--- src/rtl/uart_pkg.sv ---
// Shared types and default timing for the uart transmitter/receiver pair.
package uart_pkg;

  // Frame position shared by both engines.
  typedef enum logic [2:0] {
    IDLE,
    START,
    DATA,
    PARITY,
    STOP
  } frame_state_e;

  localparam int DEF_DATA_WIDTH    = 8;
  localparam int DEF_STOP_WIDTH    = 1;
  localparam int DEF_PARITY_WIDTH  = 1;
  localparam int DEF_CLKS_PER_TICK = 16;
  localparam int DEF_TICKS_PER_BIT = 16;

  // Level of an idle serial line (also the stop-bit level).
  localparam logic LINE_IDLE = 1'b1;

endpackage

--- src/rtl/uart_baud_gen.sv ---
// Free-running oversample tick generator shared by the TX and RX engines.
module uart_baud_gen
  import uart_pkg::*;
#(
  parameter int CLKS_PER_TICK = DEF_CLKS_PER_TICK
) (
  input  logic i_clock,
  input  logic i_reset,
  output logic o_tick
);

  localparam int CW = (CLKS_PER_TICK > 1) ? $clog2(CLKS_PER_TICK) : 1;
  localparam logic [CW-1:0] LAST = CW'(CLKS_PER_TICK - 1);

  logic [CW-1:0] count;

  // Count 0..CLKS_PER_TICK-1 and wrap.
  // NOTE: sequential state is updated with <= so every flop samples pre-edge values.
  always_ff @(posedge i_clock) begin
    if (i_reset) count <= '0;
    else if (count == LAST) count <= '0;
    else count <= count + CW'(1);
  end

  assign o_tick = (count == LAST);

endmodule

--- src/rtl/uart_rx.sv ---
// Receive engine: synchronize, find start edge, sample each bit at its midpoint.
module uart_rx
  import uart_pkg::*;
#(
  parameter int DATA_WIDTH    = DEF_DATA_WIDTH,
  parameter int STOP_WIDTH    = DEF_STOP_WIDTH,
  parameter int PARITY_WIDTH  = DEF_PARITY_WIDTH,
  parameter int TICKS_PER_BIT = DEF_TICKS_PER_BIT
) (
  input  logic                    i_clock,
  input  logic                    i_reset,
  input  logic                    i_tick,
  input  logic                    i_rx_data,
  output logic                    o_rx_done,
  output logic [DATA_WIDTH-1:0]   o_rx_data,
  output logic [PARITY_WIDTH-1:0] o_parity
);

  localparam int FW = DATA_WIDTH + PARITY_WIDTH;
  localparam int TW = (TICKS_PER_BIT > 1) ? $clog2(TICKS_PER_BIT) : 1;
  localparam int BW = $clog2(FW + STOP_WIDTH + 1);
  localparam logic [TW-1:0] TICK_LAST = TW'(TICKS_PER_BIT - 1);
  localparam logic [TW-1:0] TICK_HALF = TW'(TICKS_PER_BIT / 2 - 1);
  localparam logic [BW-1:0] DATA_LAST = BW'(DATA_WIDTH - 1);
  localparam logic [BW-1:0] PAR_LAST  = BW'(PARITY_WIDTH - 1);
  localparam logic [BW-1:0] STOP_LAST = BW'(STOP_WIDTH - 1);

  logic [1:0]              sync_q;
  logic                    rx_s;
  frame_state_e            state_q, state_d;
  logic [TW-1:0]           tick_q, tick_d;
  logic [BW-1:0]           bit_q, bit_d;
  logic [FW-1:0]           shreg_q, shreg_d;
  logic                    ok_q, ok_d;
  logic                    done_q, done_d;
  logic [DATA_WIDTH-1:0]   data_q, data_d;
  logic [PARITY_WIDTH-1:0] par_q, par_d;
  logic                    bit_end;

  assign rx_s    = sync_q[1];
  assign bit_end = i_tick && (tick_q == TICK_LAST);

  // Two-flop synchronizer for the asynchronous line, plus the engine registers.
  always_ff @(posedge i_clock) begin
    if (i_reset) begin
      sync_q  <= {2{LINE_IDLE}};
      state_q <= IDLE;
      tick_q  <= '0;
      bit_q   <= '0;
      shreg_q <= '0;
      ok_q    <= 1'b0;
      done_q  <= 1'b0;
      data_q  <= '0;
      par_q   <= '0;
    end else begin
      sync_q  <= {sync_q[0], i_rx_data};
      state_q <= state_d;
      tick_q  <= tick_d;
      bit_q   <= bit_d;
      shreg_q <= shreg_d;
      ok_q    <= ok_d;
      done_q  <= done_d;
      data_q  <= data_d;
      par_q   <= par_d;
    end
  end

  // Frame tracking: realign to mid-start, then sample once per bit time.
  always_comb begin
    state_d = state_q;
    tick_d  = tick_q;
    bit_d   = bit_q;
    shreg_d = shreg_q;
    ok_d    = ok_q;
    done_d  = 1'b0;
    data_d  = data_q;
    par_d   = par_q;
    if (state_q != IDLE && i_tick) tick_d = bit_end ? '0 : tick_q + TW'(1);
    case (state_q)
      IDLE: begin
        if (!rx_s) begin
          state_d = START;
          tick_d  = '0;
        end
      end
      START: begin
        if (i_tick && tick_q == TICK_HALF) begin
          tick_d  = '0;
          bit_d   = '0;
          ok_d    = 1'b1;
          state_d = rx_s ? IDLE : DATA;
        end
      end
      DATA, PARITY: begin
        if (bit_end) begin
          shreg_d = {rx_s, shreg_q[FW-1:1]};
          bit_d   = bit_q + BW'(1);
          if (state_q == DATA && bit_q == DATA_LAST) begin
            state_d = PARITY;
            bit_d   = '0;
          end else if (state_q == PARITY && bit_q == PAR_LAST) begin
            state_d = STOP;
            bit_d   = '0;
          end
        end
      end
      STOP: begin
        if (bit_end) begin
          ok_d  = ok_q && rx_s;
          bit_d = bit_q + BW'(1);
          if (bit_q == STOP_LAST) begin
            state_d = IDLE;
            if (ok_q && rx_s) begin
              data_d = shreg_q[DATA_WIDTH-1:0];
              par_d  = shreg_q[FW-1:DATA_WIDTH];
              done_d = 1'b1;
            end
          end
        end
      end
      default: state_d = IDLE;
    endcase
  end

  assign o_rx_done = done_q;
  assign o_rx_data = data_q;
  assign o_parity  = par_q;

endmodule

--- src/rtl/uart_tx.sv ---
// Transmit engine: start bit, data LSB first, parity field LSB first, stop bits.
module uart_tx
  import uart_pkg::*;
#(
  parameter int DATA_WIDTH    = DEF_DATA_WIDTH,
  parameter int STOP_WIDTH    = DEF_STOP_WIDTH,
  parameter int PARITY_WIDTH  = DEF_PARITY_WIDTH,
  parameter int TICKS_PER_BIT = DEF_TICKS_PER_BIT
) (
  input  logic                    i_clock,
  input  logic                    i_reset,
  input  logic                    i_tick,
  input  logic                    i_tx_signal,
  input  logic [DATA_WIDTH-1:0]   i_tx_result,
  input  logic [PARITY_WIDTH-1:0] i_parity,
  output logic                    o_tx_data,
  output logic                    o_tx_done,
  output logic                    o_tx_available
);

  localparam int FW = DATA_WIDTH + PARITY_WIDTH;
  localparam int TW = (TICKS_PER_BIT > 1) ? $clog2(TICKS_PER_BIT) : 1;
  localparam int BW = $clog2(FW + STOP_WIDTH + 1);
  localparam logic [TW-1:0] TICK_LAST = TW'(TICKS_PER_BIT - 1);
  localparam logic [BW-1:0] DATA_LAST = BW'(DATA_WIDTH - 1);
  localparam logic [BW-1:0] PAR_LAST  = BW'(PARITY_WIDTH - 1);
  localparam logic [BW-1:0] STOP_LAST = BW'(STOP_WIDTH - 1);

  frame_state_e  state_q, state_d;
  logic [TW-1:0] tick_q, tick_d;
  logic [BW-1:0] bit_q, bit_d;
  logic [FW-1:0] shreg_q, shreg_d;
  logic          line_q, line_d;
  logic          done_q, done_d;
  logic          bit_end;

  assign bit_end = i_tick && (tick_q == TICK_LAST);

  // State register; the line and done pulse are registered to stay glitch-free.
  always_ff @(posedge i_clock) begin
    if (i_reset) begin
      state_q <= IDLE;
      tick_q  <= '0;
      bit_q   <= '0;
      shreg_q <= '0;
      line_q  <= LINE_IDLE;
      done_q  <= 1'b0;
    end else begin
      state_q <= state_d;
      tick_q  <= tick_d;
      bit_q   <= bit_d;
      shreg_q <= shreg_d;
      line_q  <= line_d;
      done_q  <= done_d;
    end
  end

  // Next-state and next-line logic; the frame payload shifts out of shreg_q[0].
  // NOTE: every signal gets a default first so no path leaves it unassigned (no latches).
  always_comb begin
    state_d = state_q;
    tick_d  = tick_q;
    bit_d   = bit_q;
    shreg_d = shreg_q;
    line_d  = line_q;
    done_d  = 1'b0;
    if (state_q != IDLE && i_tick) tick_d = bit_end ? '0 : tick_q + TW'(1);
    case (state_q)
      IDLE: begin
        if (i_tx_signal) begin
          state_d = START;
          shreg_d = {i_parity, i_tx_result};
          line_d  = 1'b0;
          tick_d  = '0;
        end
      end
      START: begin
        if (bit_end) begin
          state_d = DATA;
          bit_d   = '0;
          line_d  = shreg_q[0];
        end
      end
      DATA, PARITY: begin
        if (bit_end) begin
          shreg_d = shreg_q >> 1;
          line_d  = shreg_q[1];
          bit_d   = bit_q + BW'(1);
          if (state_q == DATA && bit_q == DATA_LAST) begin
            state_d = PARITY;
            bit_d   = '0;
          end else if (state_q == PARITY && bit_q == PAR_LAST) begin
            state_d = STOP;
            bit_d   = '0;
            line_d  = LINE_IDLE;
          end
        end
      end
      STOP: begin
        if (bit_end) begin
          bit_d = bit_q + BW'(1);
          if (bit_q == STOP_LAST) begin
            state_d = IDLE;
            done_d  = 1'b1;
          end
        end
      end
      default: state_d = IDLE;
    endcase
  end

  assign o_tx_data      = line_q;
  assign o_tx_done      = done_q;
  assign o_tx_available = (state_q == IDLE);

endmodule

--- src/rtl/uart.sv ---
// Full-duplex uart: one shared tick generator feeding independent TX and RX engines.
module uart
  import uart_pkg::*;
#(
  parameter int DATA_WIDTH    = DEF_DATA_WIDTH,
  parameter int STOP_WIDTH    = DEF_STOP_WIDTH,
  parameter int PARITY_WIDTH  = DEF_PARITY_WIDTH,
  parameter int CLKS_PER_TICK = DEF_CLKS_PER_TICK,
  parameter int TICKS_PER_BIT = DEF_TICKS_PER_BIT
) (
  input  logic                    i_clock,
  input  logic                    i_reset,
  input  logic                    i_rx_data,
  input  logic                    i_tx_signal,
  input  logic [DATA_WIDTH-1:0]   i_tx_result,
  input  logic [PARITY_WIDTH-1:0] i_parity,
  output logic                    o_rx_done,
  output logic [DATA_WIDTH-1:0]   o_rx_data,
  output logic [PARITY_WIDTH-1:0] o_parity,
  output logic                    o_tx_data,
  output logic                    o_tx_done,
  output logic                    o_tx_available
);

  logic tick;

  uart_baud_gen #(.CLKS_PER_TICK(CLKS_PER_TICK)) u_baud_gen (
    .i_clock (i_clock),
    .i_reset (i_reset),
    .o_tick  (tick)
  );

  uart_tx #(
    .DATA_WIDTH(DATA_WIDTH), .STOP_WIDTH(STOP_WIDTH),
    .PARITY_WIDTH(PARITY_WIDTH), .TICKS_PER_BIT(TICKS_PER_BIT)
  ) u_tx (
    .i_clock        (i_clock),
    .i_reset        (i_reset),
    .i_tick         (tick),
    .i_tx_signal    (i_tx_signal),
    .i_tx_result    (i_tx_result),
    .i_parity       (i_parity),
    .o_tx_data      (o_tx_data),
    .o_tx_done      (o_tx_done),
    .o_tx_available (o_tx_available)
  );

  uart_rx #(
    .DATA_WIDTH(DATA_WIDTH), .STOP_WIDTH(STOP_WIDTH),
    .PARITY_WIDTH(PARITY_WIDTH), .TICKS_PER_BIT(TICKS_PER_BIT)
  ) u_rx (
    .i_clock   (i_clock),
    .i_reset   (i_reset),
    .i_tick    (tick),
    .i_rx_data (i_rx_data),
    .o_rx_done (o_rx_done),
    .o_rx_data (o_rx_data),
    .o_parity  (o_parity)
  );

endmodule

--- config.mk ---
export PLATFORM = sky130hd
export DESIGN_NAME = uart
export DESIGN_NICKNAME = d
export VERILOG_FILES = /design/src/rtl/uart_pkg.sv /design/src/rtl/uart_baud_gen.sv /design/src/rtl/uart_rx.sv /design/src/rtl/uart_tx.sv /design/src/rtl/uart.sv
export SDC_FILE = /design/constraint.sdc
export NUM_CORES = 1
export LEC_CHECK = 0
export CORE_AREA = 2 2 73 75
export DETAILED_ROUTE_END_ITERATION = 10
export DIE_AREA = 0 0 75 77
export GPL_ROUTABILITY_DRIVEN = 0
export GPL_TIMING_DRIVEN = 0
export PLACE_DENSITY_LB_ADDON = 0.1
export REMOVE_ABC_BUFFERS = 1
export SKIP_LAST_GASP = 1
export SLEW_MARGIN = 20
export SYNTH_ARGS = -nofsm -noshare
export SYNTH_HDL_FRONTEND = slang
export SYNTH_HIERARCHICAL = 1
export SYNTH_SLANG_ARGS = --single-unit
export TNS_END_PERCENT = 20
--- constraint.sdc ---
create_clock -name i_clock -period 3 [get_ports i_clock]
set_input_delay 0.6 -clock i_clock [delete_from_list [all_inputs] [get_ports i_clock]]
set_output_delay 0.6 -clock i_clock [all_outputs]
set_load 0.1 [all_outputs]
## Yosys cells after proc, flatten, opt, wreduce, memory -nomap -nowiden

Index checks and enable logic that the tools add are counted.

- Register bits: 59
- Input bits: 13
- Output and inout bits: 13
- Logic and storage cells: 139

- Add/subtract/negate cells: 5
- Equal/unequal tests: 26
- Mux-type cells: 52
- Bitwise gates (word level): 5
- Reductions and logical operators: 35

Operators with widths:

| operator | count |
|---|---|
| 4-bit 2-to-1 mux | 18 |
| 3-bit 2-to-1 mux | 14 |
| 3-bit one-hot mux with 4 select lines | 2 |
| 4-bit one-hot mux with 3 select lines | 2 |
| 4-bit by 1-bit adder with 4-bit output, second input constant | 5 |
| 9-bit 2-to-1 mux | 2 |
| 9-bit one-hot mux with 2 select lines | 1 |
| 2-bit by 1-bit inequality test with 1-bit output, second input constant | 8 |
| 4-bit AND reduction | 4 |
| 3-bit nonzero test | 5 |
| 3-bit by 2-bit == test with 1-bit output, second input constant | 4 |
| 4-bit by 3-bit == test with 1-bit output, second input constant | 3 |
| 4-bit == test, second input constant | 3 |
| 6-bit AND reduction | 2 |
| 1-bit logical AND | 10 |
| 1-bit 2-to-1 mux | 9 |
| 4-bit zero test | 2 |
| 4-bit one-hot mux with 2 select lines | 1 |
| 3-bit by 1-bit == test with 1-bit output, second input constant | 2 |
| 3-bit == test, second input constant | 2 |
| 3-bit zero test | 2 |
| 3-bit by 1-bit inequality test with 1-bit output, second input constant | 2 |
| 3-bit AND reduction | 2 |
| 2-bit OR reduction | 3 |
| other kinds (9) | 15 |

## Depth between registers and ports, before layout

- Word-level depth: 6
- Gate-level depth with buffers: 8
- Depth with buffers taken out: 6

## Modules after synthesis

Netlist, hierarchy kept.

Modules (own cells, without submodules):

| module | instances | cells each | area an instance (sq um) | seq. area each (sq um) |
|---|---|---|---|---|
| uart_rx | 1 | 160 | 1519.0 | 660.6 |
| uart_tx | 1 | 144 | 1194.9 | 440.4 |
| uart_baud_gen | 1 | 15 | 166.4 | 80.1 |

## Worst setup path before layout

Ideal clock, no wire load.

- Path kind: reg2out
- Start: register u_tx.state_q[2]
- End: output o_tx_available
- Arrival time: 1.456 ns
- Required time: 2.400 ns
- Setup slack: 0.944 ns
- Stages on the path, launching flop included: 4
- Buffers on the path: 1
- Cell sequence: dfxtp_1 -> buf_2 -> or3_1 -> inv_1

- Cells in the longest elaborated chain, start to end: 1

Ends and longest elaborated chain:

| element | line | RTL |
|---|---|---|
| start, declared | uart_tx.sv:29 | `frame_state_e state_q, state_d;` |
| start signal, assigned | uart_tx.sv:49 | `state_q <= state_d;` |
| 3-bit zero test | uart_tx.sv:114 | `assign o_tx_available = (state_q == IDLE);` |
| end, declared | uart.sv:22 | `output logic o_tx_available` |

Every way passes these cells.

## Worst setup path in the final report

- Start: register u_tx.state_q[0]
- End: output o_tx_available

The elaborated chain is that of the path after synthesis.

==> reports/metrics.cfg <==
[power]
p_leak_nw = 1.215
power_density_mw_per_mm2 = 513.4
ir_worst_vdd_mv = 0.3721

[sta]
final.min_clock_period_ns = 2.715
drv_slew = 0
fin_hold_ws_ns = 0.4086
timing.slew.headroom_pct = 35.33
tns_ns = 0
fmax_ghz = 0.3683
worst_slew_pin_slew_ns = 0.9671
hold_violations = 0
finalCritPeriodShare_pct = 90.51
clock_skew_ns = 0.005715
setup_viol_count_final = 0
rsz0062_at_grt = false

[routing]
drc = 0
vias_per_cell = 5.608
first_pass_iters = 4
wl_per_cell_um = 13.10
drtIter0Drc = 124
route.vias.total = 2316
ant_nets = 0
finalWirelength_um = 5411

[die]
rows = 26
dieArea_mm2 = 0.005775
die_w_um = 75
start_util_pct = 57.87
io_pins = 26
core-area_mm2 = 0.004977
fp.dieH_um = 77

[finish]
multi_input_area_mm2 = 0.001556
nets = 358
n_fill_cell = 419
area_growth_pct = 16.81
diodes = 0
final_cells = 413
regArea_mm2 = 0.001181
drive_gt1_share_pct = 11.37

[cts]
cts.clk_slew.worst_paths_ns = 0.06
clock_path_buffers = 2
root_buffer = clkbuf_8
holdBufCountCts = 0
cts_tree = built
numCtsBuffers = 9
worstSkewPairLatency_ns = 0.33
postCtsSetupBuffers = 0
cts.htree.levels = 3
cts.sinks = 59

[logic_synthesis]
synth.cell_area_mm2 = 0.002880
synth_most_common_cell = dfxtp_1
yosysUniqueCellTypes = 66
yosysWarnings = 6
async_reset_ff_share_pct = 0
yosysTopAreaCell = dfxtp_1
synth_top_area_share_pct = 41.01
ys_seq_elements = 59
synth-edff-count = 0
synthesis.instances = 319
synthesis.area_per_instance_um2 = 9.029
ys_seq_area_share_pct = 41.01
synth_common_cells = dfxtp_1 (59), nor2_1 (43), nand2_1 (30)
synth_ff_type = dfxtp_1
yosys-top-cells-area = dfxtp_1 (41%), mux2i_1 (7.3%), nor2_1 (5.6%), nand2_1 (3.9%), ha_1 (3.0%)

[critical_path]
cp-startpoint = u_tx/state_q[0]$_SDFFE_PP0P_
r2r_slack_ns = 0.67
worst-path-max-fanout = 14
worstPathCellList = or3_1 > inv_1 > dlygate4sd2_1
cp_slowest_cell = dlygate4sd2_1
endpoint_kind = output port
worst_ep_arrival_time_ns = 2.12
start_kind = flop
cp_data_required_time_ns = 2.40
worstSetupPathType = flop to output port
r2r-start = u_baud_gen/count[0]$_SDFF_PP0_
critPathBufInv = 2
max_stage_delay_ns = 0.84
cp_top_family = buffers and inverters

[grt]
grt_max_degree = 28
antenna_found_initial = 0
grt_pass1_wl_um = 9384
grt_pass1_vias = 2152
grt_overflow = 0
grt.total_usage_pct = 20.56

[place]
io_buffers = 25
dp_cells = 397
dp_hpwl_um = 3641

[hold_path]
hp-class = flop to flop
holdCritStartpoint = u_rx/sync_q[0]$_SDFF_PP1_

[flow_run]
cap_violations = 0

[outcome]
run_status = complete, no violations

==> power by group <==
group | internal (mW) | switching [mW]
clock network | 0.508 | 0.297
logic | 0.0468 | 0.0571
registers | 0.802 | 0.0163
total | 1.36 | 0.371
==> routing by layer <==
| metal | vias to the layer above | part of all wire, % | GRT usage, % |
|---|---|---|---|
| met5 | - | 0 | 0 |
| met4 | 0 | 1.8 | 11.07 |
| met3 | 8 | 2.5 | 3.548 |
| met2 | 35 | 44 | 29.56 |
| met1 | 1083 | 51 | 28.84 |
| li1 | 1190 | - | - |
==> cell usage in the layout (no fill, tap or decap), types with 4 or more instances in the layout <==
cell,instances
nand2_1,30
o21ai_0,11
a21oi_1,16
clkbuf_8,11
dfxtp_1,59
a311oi_1,9
ha_1,7
nor2_1,43
a31oi_1,6
nand3b_1,4
clkdlybuf4s50_1,23
mux2i_1,21
inv_1,11
and4_1,4
==> flip-flops by register name (all words and copies together) (netlist names) <==
name              count
u_baud_gen/count      4
u_rx/bit_q            4
u_rx/o_parity         1
u_rx/o_rx_data        8
u_rx/o_rx_done        1
u_rx/ok_q             1
u_rx/shreg_q          9
u_rx/state_q          3
u_rx/sync_q           2
u_rx/tick_q           4
u_tx/bit_q            4
u_tx/o_tx_data        1
u_tx/o_tx_done        1
u_tx/shreg_q          9
u_tx/state_q          3
u_tx/tick_q           4
==> logic make-up after synthesis <==
kind of cell	after synthesis	synth area share, %
fa+ha+maj	7	3.041
buf+inv	29	4.952
compound gates	68	16.55
flops	59	41.01
xor+xnor	4	1.217
mux	23	8.080
simple gates	129	25.15
==> worst reg2reg max path, delay by kind of cell, from the launching register on <==
kind | cells | cell delay [ns]
flip-flops | 1 | 0.40
multiplexers | 1 | 0.25
adder cells (fa/ha/maj) | 1 | 0.23
AND/OR/NAND/NOR | 4 | 1.32
==> cell type report <==
| type | instances | share of cell area [%] |
|---|---|---|
| timing repair buffer | 26 | 8.070 |
| sequential | 59 | 35.11 |
| multi-input combinational | 231 | 46.26 |
| inverter | 11 | 1.227 |
| tap | 70 | 2.603 |
| clock buffer | 11 | 4.500 |
| clock inverter | 5 | 2.231 |
==> worst paths after layout <==
check / end / cells past startpoint
max: o_tx_available / 3
min: u_rx/sync_q[1]$_SDFF_PP1_ / 1
max reg2reg: u_rx/o_rx_data[2]$_SDFFE_PP0P_ / 6
min reg2reg: u_rx/sync_q[1]$_SDFF_PP1_ / 1
==> metrics by stage <==
step / power, mW / cell area [µm²] / setup slack (ns) / utilization, %
4_1_cts: 1.747 / 3364 / 0.2765 / 67.60
6_report: 1.727 / 3364 / 0.2846 / 67.60
5_1_grt: 1.786 / 3364 / 0.2206 / 67.60
2_1_floorplan: 0.8941 / 2779 / 1.013 / -
3_5_place_dp: 0.9398 / 3139 / 0.3559 / 63.07
3_3_place_gp: 0.9345 / 3117 / -0.2126 / 62.62
==> what timing repair did <==
item                                    4_1_cts  5_1_grt
hold endpoints to repair                      0        0
gates resized for setup                       1        0
endpoints found under the setup margin        1        0
No activity file was read; power rests on OpenSTA's default activity.
